File: src/rtl/train_pkg.sv
// Shared types and default geometry for the two-train single-track controller.
// Positions are 10 bits wide; all compare arithmetic is done at 11 bits.
package train_pkg;

  localparam int H_ACTIVE  = 640;
  localparam int TRAIN_LEN = 64;
  localparam int POS_W     = 10;
  localparam int CALC_W    = 11;

  typedef enum logic [1:0] {
    FREE  = 2'd0,
    OWN_A = 2'd1,
    OWN_B = 2'd2
  } owner_e;

  typedef enum logic {
    PRIO_A = 1'b0,
    PRIO_B = 1'b1
  } prio_e;

endpackage

File: src/rtl/train_track_controller_section_arbiter.sv
// Owner/priority FSM for the shared single-track section, plus the crossing counter.
// Grants are reported combinationally so the top can let a granted train move on the same tick.
module section_arbiter
  import train_pkg::*;
(
  input  logic       clk,
  input  logic       reset,
  input  logic       tick,
  input  logic       req_a,
  input  logic       req_b,
  input  logic       clear_a,
  input  logic       clear_b,
  output logic [1:0] owner,
  output logic       grant_a,
  output logic       grant_b,
  output logic [7:0] crossings
);

  owner_e     owner_reg, owner_next;
  prio_e      prio_reg, prio_next;
  logic [7:0] crossings_reg, crossings_next;

  always_ff @(posedge clk) begin
    if (!reset) begin
      owner_reg     <= FREE;
      prio_reg      <= PRIO_A;
      crossings_reg <= 8'd0;
    end else if (tick) begin
      owner_reg     <= owner_next;
      prio_reg      <= prio_next;
      crossings_reg <= crossings_next;
    end
  end

  // A release always lands in FREE, so a new grant can only follow on a later tick.
  always_comb begin
    owner_next     = owner_reg;
    prio_next      = prio_reg;
    crossings_next = crossings_reg;
    case (owner_reg)
      FREE: begin
        if (req_a && req_b) begin
          owner_next = (prio_reg == PRIO_A) ? OWN_A : OWN_B;
          prio_next  = (prio_reg == PRIO_A) ? PRIO_B : PRIO_A;
        end else if (req_a) begin
          owner_next = OWN_A;
        end else if (req_b) begin
          owner_next = OWN_B;
        end
      end
      OWN_A: begin
        if (clear_a) begin
          owner_next     = FREE;
          crossings_next = crossings_reg + 8'd1;
        end
      end
      OWN_B: begin
        if (clear_b) begin
          owner_next     = FREE;
          crossings_next = crossings_reg + 8'd1;
        end
      end
      default: owner_next = FREE;
    endcase
  end

  always_comb begin
    owner     = owner_reg;
    crossings = crossings_reg;
    grant_a   = tick && (owner_reg == FREE) && (owner_next == OWN_A);
    grant_b   = tick && (owner_reg == FREE) && (owner_next == OWN_B);
  end

endmodule

File: src/rtl/train_track_controller.sv
// Per-frame motion of two opposing trains sharing one single-track section,
// with request/clear detection, arbitration and a sticky collision flag.
module train_track_controller
  import train_pkg::*;
#(
  parameter int H_ACTIVE     = train_pkg::H_ACTIVE,
  parameter int TRAIN_LEN    = train_pkg::TRAIN_LEN,
  parameter int SPEED        = 2,
  parameter int SHARED_START = 256,
  parameter int SHARED_END   = 383
) (
  input  logic       clk,
  input  logic       reset,
  input  logic       frame_tick,
  input  logic       run,
  output logic [9:0] train_a_x,
  output logic [9:0] train_b_x,
  output logic       signal_a,
  output logic       signal_b,
  output logic [1:0] owner,
  output logic [7:0] crossings,
  output logic       collision
);

  localparam logic [CALC_W-1:0] HACT = CALC_W'(H_ACTIVE);
  localparam logic [CALC_W-1:0] LEN  = CALC_W'(TRAIN_LEN);
  localparam logic [CALC_W-1:0] SPD  = CALC_W'(SPEED);
  localparam logic [CALC_W-1:0] S_ST = CALC_W'(SHARED_START);
  localparam logic [CALC_W-1:0] S_EN = CALC_W'(SHARED_END);

  logic [POS_W-1:0]  x_a_reg, x_b_reg;
  logic              collision_reg;
  logic [CALC_W-1:0] a_ext, b_ext, head_a, a_step, b_step, a_next, b_next;
  logic              tick, req_a, req_b, clear_a, clear_b, grant_a, grant_b;
  logic              stall_a, stall_b, in_a, in_b;

  assign tick = frame_tick && run;

  always_comb begin
    a_ext   = {1'b0, x_a_reg};
    b_ext   = {1'b0, x_b_reg};
    head_a  = a_ext + LEN - 11'd1;
    req_a   = (head_a < S_ST) && (head_a + SPD >= S_ST);
    clear_a = a_ext > S_EN;
    req_b   = (b_ext > S_EN) && (b_ext - SPD <= S_EN);
    clear_b = (b_ext + LEN - 11'd1) < S_ST;
  end

  section_arbiter u_arb (
    .clk       (clk),
    .reset     (reset),
    .tick      (tick),
    .req_a     (req_a),
    .req_b     (req_b),
    .clear_a   (clear_a),
    .clear_b   (clear_b),
    .owner     (owner),
    .grant_a   (grant_a),
    .grant_b   (grant_b),
    .crossings (crossings)
  );

  // A train waiting at the section boundary holds until it is granted or already owns it.
  always_comb begin
    stall_a = req_a && !grant_a && (owner != OWN_A);
    stall_b = req_b && !grant_b && (owner != OWN_B);
    a_step  = (a_ext + LEN + SPD > HACT) ? 11'd0 : a_ext + SPD;
    b_step  = (b_ext < SPD) ? HACT - LEN : b_ext - SPD;
    a_next  = stall_a ? a_ext : a_step;
    b_next  = stall_b ? b_ext : b_step;
    in_a    = (a_next <= S_EN) && (a_next + LEN - 11'd1 >= S_ST);
    in_b    = (b_next <= S_EN) && (b_next + LEN - 11'd1 >= S_ST);
  end

  always_ff @(posedge clk) begin
    if (!reset) begin
      x_a_reg       <= '0;
      x_b_reg       <= POS_W'(H_ACTIVE - TRAIN_LEN);
      collision_reg <= 1'b0;
    end else if (tick) begin
      x_a_reg       <= a_next[POS_W-1:0];
      x_b_reg       <= b_next[POS_W-1:0];
      collision_reg <= collision_reg | (in_a & in_b);
    end
  end

  assign train_a_x = x_a_reg;
  assign train_b_x = x_b_reg;
  assign signal_a  = (owner != OWN_B);
  assign signal_b  = (owner != OWN_A);
  assign collision = collision_reg;

endmodule

File: config.mk
export PLATFORM = sky130hd
export DESIGN_NAME = train_track_controller
export DESIGN_NICKNAME = d
export VERILOG_FILES = /design/src/rtl/train_pkg.sv /design/src/rtl/train_track_controller_section_arbiter.sv /design/src/rtl/train_track_controller.sv
export SDC_FILE = /design/constraint.sdc
export NUM_CORES = 1
export LEC_CHECK = 0
export CAP_MARGIN = 40
export CORE_UTILIZATION = 40
export DETAILED_ROUTE_END_ITERATION = 6
export PLACE_DENSITY_LB_ADDON = 0.12
export SYNTH_ARGS = -nofsm -noshare
export SYNTH_HDL_FRONTEND = slang
export SYNTH_SLANG_ARGS = --single-unit
File: constraint.sdc
create_clock -name clk -period 2.84 [get_ports clk]
set_input_delay 0.852 -clock clk [delete_from_list [all_inputs] [get_ports clk]]
set_output_delay 0.852 -clock clk [all_outputs]
set_load 0.01 [all_outputs]
After elaboration in Yosys (flattened, before gate mapping)
Index checks and enable logic that the tools add are counted.
- $mul: 0
- order comparisons: 12
- shift-type cells: 0
- bitwise logic cells: 2
- div/mod/pow operators: 0
- $add $sub $neg: 13
- multiplexer cells: 15
- equal/unequal tests: 8
- reduce and logical (&&, ||, !) cells: 19
- operator list (cell ; count):
    2-to-1 mux 11 bit ; 4
    subtractor 11 x 1 -> 11 bit (second input constant) ; 4
    >= comparator 11 x 9 -> 1 bit (second input constant) ; 3
    less-or-equal comparator 11 x 9 -> 1 bit (second input constant) ; 3
    adder 10 x 7 -> 11 bit (second input constant) ; 2
    adder 11 x 2 -> 11 bit (second input constant) ; 2
    adder 11 x 7 -> 11 bit (second input constant) ; 2
    less-than comparator 11 x 9 -> 1 bit (second input constant) ; 2
    greater-than comparator 10 x 9 -> 1 bit (second input constant) ; 2
    2-to-1 mux 8 bit ; 2
    case mux 8 bit (2 select lines) ; 1
    logical AND 1 bit ; 13
    2-to-1 mux 2 bit ; 6
    adder 10 x 2 -> 11 bit (second input constant) ; 1
    greater-than comparator 11 x 10 -> 1 bit (second input constant) ; 1
    subtractor 10 x 2 -> 11 bit (second input constant) ; 1
    less-than comparator 10 x 2 -> 1 bit (second input constant) ; 1
    adder 8 x 1 -> 8 bit (second input constant) ; 1
    inequality test 2 bit (second input constant) ; 3
    case mux 2 bit (3 select lines) ; 1
    equality test 2 x 1 -> 1 bit (second input constant) ; 2
    equality test 2 bit (second input constant) ; 2
    AND reduction 4 bit ; 1
    AND reduction 3 bit ; 1
    other kinds (7) ; 8
- memory bits (read-only): 0
- bits in registers: 32
- logic and storage cells: 75
- latch bits: 0
- bits of input ports: 4
- memories kept: 0
- memory bits (writable): 0

Logic depth before layout (Yosys ltp)
- depth in word-level cells: 20
- gate-level depth with buffers: 13
- mapped depth without buffers: 11

By module
Synthesis repeated with hierarchy kept, for this count alone.
- cells, all modules: 341
- area total of the unflattened synthesis: 2685.1 µm²
- modules (own cells, without submodules) (module ; cells an instance ; seq. area each (µm²) ; area each (µm²) ; instances):
    train_track_controller ; 266 ; 420.4 ; 2010.7 ; 1
    section_arbiter ; 75 ; 220.2 ; 674.4 ; 1

Worst setup path before layout
No wires, ideal clock.
- kind: register to register
- start point: register x_a_reg[1], in the netlist train_a_x[1]
- end point: register collision_reg, in the netlist collision
- setup slack: 0.027 ns
- setup time: 0.117 ns
- stages on the path, launching flop included: 11
- period minus slack after synthesis: 2.813 ns
- buffers on the path: 0
- data arrival time: 2.696 ns
- cells stage by stage: dfxtp_1 > inv_1 > ha_1 > a21bo_1 > or4_4 > o21ai_2 > nand4bb_2 > a221oi_4 > o21ai_1 > and4_1 > a32o_1
- longest elaborated chain between the ends: 20
- elaborated cells on any way between the ends: 40
- those cells by class: add/sub (9); order compare (8); eq/ne (2); mux (7); bitwise (2); reduce/logical (12)
- ends and longest elaborated chain (what ; RTL line ; source):
    start, declared ; train_track_controller.sv:31 ; logic [POS_W-1:0] x_a_reg, x_b_reg;
    start signal, assigned ; train_track_controller.sv:81 ; x_a_reg <= a_next[POS_W-1:0];
    adder 10 x 7 -> 11 bit ; train_track_controller.sv:42, train_track_controller.sv:67 ;
    subtractor 11 x 1 -> 11 bit ; train_track_controller.sv:42 ; head_a = a_ext + LEN - 11'd1;
    adder 11 x 2 -> 11 bit ; train_track_controller.sv:43 ; req_a = (head_a < S_ST) && (head_a + SPD >= S_ST);
    >= comparator 11 x 9 -> 1 bit ; train_track_controller.sv:43 ;
    logical AND 1 bit ; train_track_controller.sv:43 ;
    2-to-1 mux 2 bit or logical AND 1 bit (tied branches) ; train_track_controller_section_arbiter.sv:45, train_track_controller_section_arbiter.sv:42 ;
    2-to-1 mux 2 bit ; train_track_controller_section_arbiter.sv:42 ; if (req_a && req_b) begin
    case mux 2 bit (3 select lines) ; train_track_controller_section_arbiter.sv:40 ; case (owner_reg)
    [... 3 more ...] ; -- ;
    logical AND 1 bit (on tied branches) (2 in a row) ; train_track_controller.sv:65, train_track_controller.sv:66 ;
    2-to-1 mux 11 bit (on tied branches) ; train_track_controller.sv:69, train_track_controller.sv:70 ;
    adder 11 x 7 -> 11 bit (on tied branches) ; train_track_controller.sv:71, train_track_controller.sv:72 ;
    subtractor 11 x 1 -> 11 bit (on tied branches) ; train_track_controller.sv:71, train_track_controller.sv:72 ;
    >= comparator 11 x 9 -> 1 bit (on tied branches) ; train_track_controller.sv:71, train_track_controller.sv:72 ;
    logical AND 1 bit (on tied branches) ; train_track_controller.sv:71, train_track_controller.sv:72 ;
    bitwise AND 1 bit * ; train_track_controller.sv:83 ; collision_reg <= collision_reg | (in_a & in_b);
    OR 1 bit * ; train_track_controller.sv:83 ;
    end signal, assigned ; train_track_controller.sv:83 ;
    end, declared ; train_track_controller.sv:32 ; logic collision_reg;
Every way passes the cells marked *; elsewhere a longest branch is shown, timed or not.
A chain may end at the register's enable or synchronous reset.

Worst setup path after layout
- start point: register x_a_reg[1], in the netlist train_a_x[1]
- end point: register x_b_reg[4], in the netlist train_b_x[4]
- longest elaborated chain between the ends: 14
- elaborated cells on any way between the ends: 18
- those cells by class: add/sub (3); order compare (3); eq/ne (1); mux (5); reduce/logical (6)
- ends and longest elaborated chain (what ; RTL line ; source):
    adder 10 x 7 -> 11 bit ; train_track_controller.sv:42 ;
    subtractor 11 x 1 -> 11 bit ; train_track_controller.sv:42 ;
    adder 11 x 2 -> 11 bit ; train_track_controller.sv:43 ;
    >= comparator 11 x 9 -> 1 bit ; train_track_controller.sv:43 ;
    logical AND 1 bit ; train_track_controller.sv:43 ;
    2-to-1 mux 2 bit or logical AND 1 bit (tied branches) ; train_track_controller_section_arbiter.sv:45, train_track_controller_section_arbiter.sv:42 ;
    2-to-1 mux 2 bit ; train_track_controller_section_arbiter.sv:42 ;
    case mux 2 bit (3 select lines) * ; train_track_controller_section_arbiter.sv:40 ;
    equality test 2 bit * ; train_track_controller_section_arbiter.sv:71 ; grant_b = tick && (owner_reg == FREE) && (owner_next == OWN_B);
    logical AND 1 bit * ; train_track_controller_section_arbiter.sv:71 ;
    zero test 1 bit * ; train_track_controller.sv:66 ; stall_b = req_b && !grant_b && (owner != OWN_B);
    logical AND 1 bit * (2 in a row) ; train_track_controller.sv:66 ;
    2-to-1 mux 11 bit * ; train_track_controller.sv:70 ; b_next = stall_b ? b_ext : b_step;
    end signal, assigned ; train_track_controller.sv:78 ; x_b_reg <= POS_W'(H_ACTIVE - TRAIN_LEN);
    end signal, assigned ; train_track_controller.sv:82 ; x_b_reg <= b_next[POS_W-1:0];
    end, declared ; train_track_controller.sv:31 ;
Marked as above.

==> flow_summary.yaml <==
outcome:
  status: "completed"
detailed_routing:
  totalWireLength_mm: 7.77
  drtIter0Drc: 203
  vias_per_cell: 5.71
  wire_per_inst_um: 15.4
  ant_nets: 0
  vias: 2880
  drtPass1Iterations: 5
  post-route-drc-count: 0
sta:
  layout_min_cycle_time_ps: 2680
  fmax_mhz: 373
  fin_worst_skew_ps: 4.80
  hold_violations: 0
  period_share_pct: 94.4
  tightest_slew_ps: 552
  fin_tns_setup_ps: 0
  hold_slack_ps: 496
  report.final.slew_viol_count: 0
  setup_viol_count_final: 0
  relSlewSlack_pct: 62.7
grt:
  grt_pass1_vias: 2571
  antenna_found_initial: 0
  met1_usage_pct: 28.5
  grt_usage_pct: 21.7
  top_usage_layer: "met2"
  grt_pass1_wl_mm: 12.7
  use_met2_pct: 37.3
  grt_max_degree: 33
  use_met3_pct: 2.92
  gr-total-overflow: 0
floorplanning:
  row_count: 29
  ios: 37
  chipHeight_um: 85.3
  start_util_pct: 42.5
  die_w_um: 85.3
  core_area_um2: 6530
  die_area_um2: 7280
critical_path:
  path_buf_inv: 2
  path_cells: "inv_1, ha_1, a21bo_1, or4_4, o21ai_4, nand4bb_4, a221oi_4, buf_6, nor2_1, o21a_1, o21ai_0, a21boi_0"
  cp.required_ps: 3010
  slowest_stage: "or4_4"
  arrival_ps: 2850
  crit_fanout: 5
  crit_type: "reg2reg"
  slowest_delay_ps: 430
  worstSetupEndpointType: "flop"
  critPathTopFamily: "compound AO/OA/AOI/OAI gates"
  setup.worst_path.start_class: "flop"
logic_synthesis:
  synth_top_area_share_pct: 23.1
  seq_area_frac_synth_pct: 23.1
  synth_cell_types: 60
  netlist_instances: 373
  synth_top_area_cell: "dfxtp_1"
  synthesis.area_um2: 2780
  synth-edff-count: 0
  synth_nets: 388
  ys.warnings.count: 0
  yosys-top-cells-area: "dfxtp_1 23%, xnor2_1 5.7%, nand2_1 5.0%"
  synthArstFlopShare_pct: 0
  synth_ff_type: "dfxtp_1"
  yosys_register_bits: 32
  avgSynthCellArea_um2: 7.44
clocking:
  cts_hold_buf: 0
  cts-root-buf: "clkbuf_8"
  cts.clk_slew.worst_paths_ps: 70
  clk_latency_ps: 280
  clk_path_buf_depth: 2
  htreeDepth: 2
  cts.sinks: 32
  cts_buffers: 5
  tritoncts: "built"
placement:
  dp_hpwl_mm: 5.59
  portBuffers: 36
  gp_congestion: 0.882
hold_path:
  hp-class: "reg2reg"
layout:
  n_fill_cell: 645
  final_layout_size_suffix_gt1_share_pct: 15.5
  mostFrequentLayoutCell: "buf_4"
  final_nets: 441
  areaGrowthSynthToFinish_pct: 27.5
  postLayoutCoreUtil_pct: 54.2
  diodes: 0
  mostFrequentLayoutCells: "38 x buf_4, 37 x nand2_1, 36 x clkdlybuf4s50_1, 32 x dfxtp_1, 28 x nor2_1"
power_and_ir_drop:
  powerDensity_nw_per_um2: 312
  power.internal_uw: 772
  seqPwrFrac_pct: 43.7
  comb_power_share_pct: 22.4
  clkPwrFrac_pct: 33.9
  p_sw_uw: 333
  fin_total_pwr_mw: 1.11
  ir_drop_mv: 0.231
  leakagePower_nw: 1.28
  switching_share_pct: 30.2
flow_run:
  maxCapViolCount: 0
[power by group through the flow]
stage	logic (mW)	clock network (mW)	registers, mW
2_1_floorplan	0.162	0	0.491
3_3_place_gp	0.235	0	0.493
3_5_place_dp	0.236	0	0.493
4_1_cts	0.238	0.388	0.483
5_1_grt	0.275	0.408	0.485
6_report	0.247	0.375	0.483
[stage by stage]
| stage | setup WS, ps | cell area, um^2 | cells |
|---|---|---|---|
| finish | 159 | 3540 | 504 |
| detailed placement | -36.6 | 3340 | 492 |
| global placement | 34.1 | 3340 | 492 |
| floorplan | 26.5 | 2780 | 373 |
| global route | -19.1 | 3540 | 504 |
| CTS | 2.78 | 3440 | 500 |
[cells by family (layout without fill, tap and decap cells)]
| group | count (synthesis) | after routing | share of synthesized area [%] |
|---|---|---|---|
| compound gates | 94 | 95 | 23.2 |
| xor+xnor | 20 | 20 | 6.31 |
| fa+ha+maj | 11 | 11 | 4.96 |
| buf+inv | 46 | 99 | 8.48 |
| flops | 32 | 32 | 23.1 |
| mux | 3 | 3 | 1.08 |
| simple gates | 167 | 167 | 32.9 |
[Yosys cell counts, types with 3 or more instances]
master	number
a21boi_0	8
nand2b_1	6
mux2i_1	3
inv_1	15
o21a_1	3
a31oi_1	4
nor2b_1	11
or3_1	3
nand4_1	12
nand3_1	19
nand2_1	37
xnor2_1	18
buf_2	11
a211oi_1	3
o21ai_0	18
dfxtp_1	32
o2111ai_1	3
nor3_1	10
a21oi_1	22
and3_1	4
o311ai_0	3
nor4_1	5
clkbuf_1	12
ha_1	11
o22ai_1	4
nor2_1	29
o211ai_1	6
buf_4	3
and2_1	15
buf_6	5
[area by class of cell]
type / count / area [um^2] / area share [%]
Sequential cell: 32 / 641 / 18.1
Timing Repair Buffer: 76 / 677 / 19.1
Multi-Input combinational cell: 296 / 1970 / 55.8
Tap cell: 77 / 96.3 / 2.72
Clock buffer: 6 / 82.6 / 2.33
Clock inverter: 2 / 10.0 / 0.283
Inverter: 15 / 56.3 / 1.59
[path summary, 6_finish.rpt]
kind | start | end | slack [ps] | cells past startpoint
min reg2reg | collision | collision | 500 | 1
max | train_a_x[1] | train_b_x[4] | 160 | 12
max reg2reg | train_a_x[1] | train_b_x[4] | 160 | 12
min | collision | collision | 500 | 1
[timing repair]
action | CTS | global route
buffers inserted | 0 | 3
gates cloned | 0 | 1
setup endpoints to repair | 1 | 13
resized for setup | 1 | 11
hold endpoints to repair | 0 | 0
pin swaps | 0 | 2
[metal layers]
| metal | up-vias | part of all wire (%) |
|---|---|---|
| li1 | 1440 | - |
| met5 | - | 0 |
| met2 | 85 | 48 |
| met4 | 0 | 1.0 |
| met1 | 1347 | 45 |
| met3 | 8 | 5.3 |
Power figures use the tool's default switching activity.
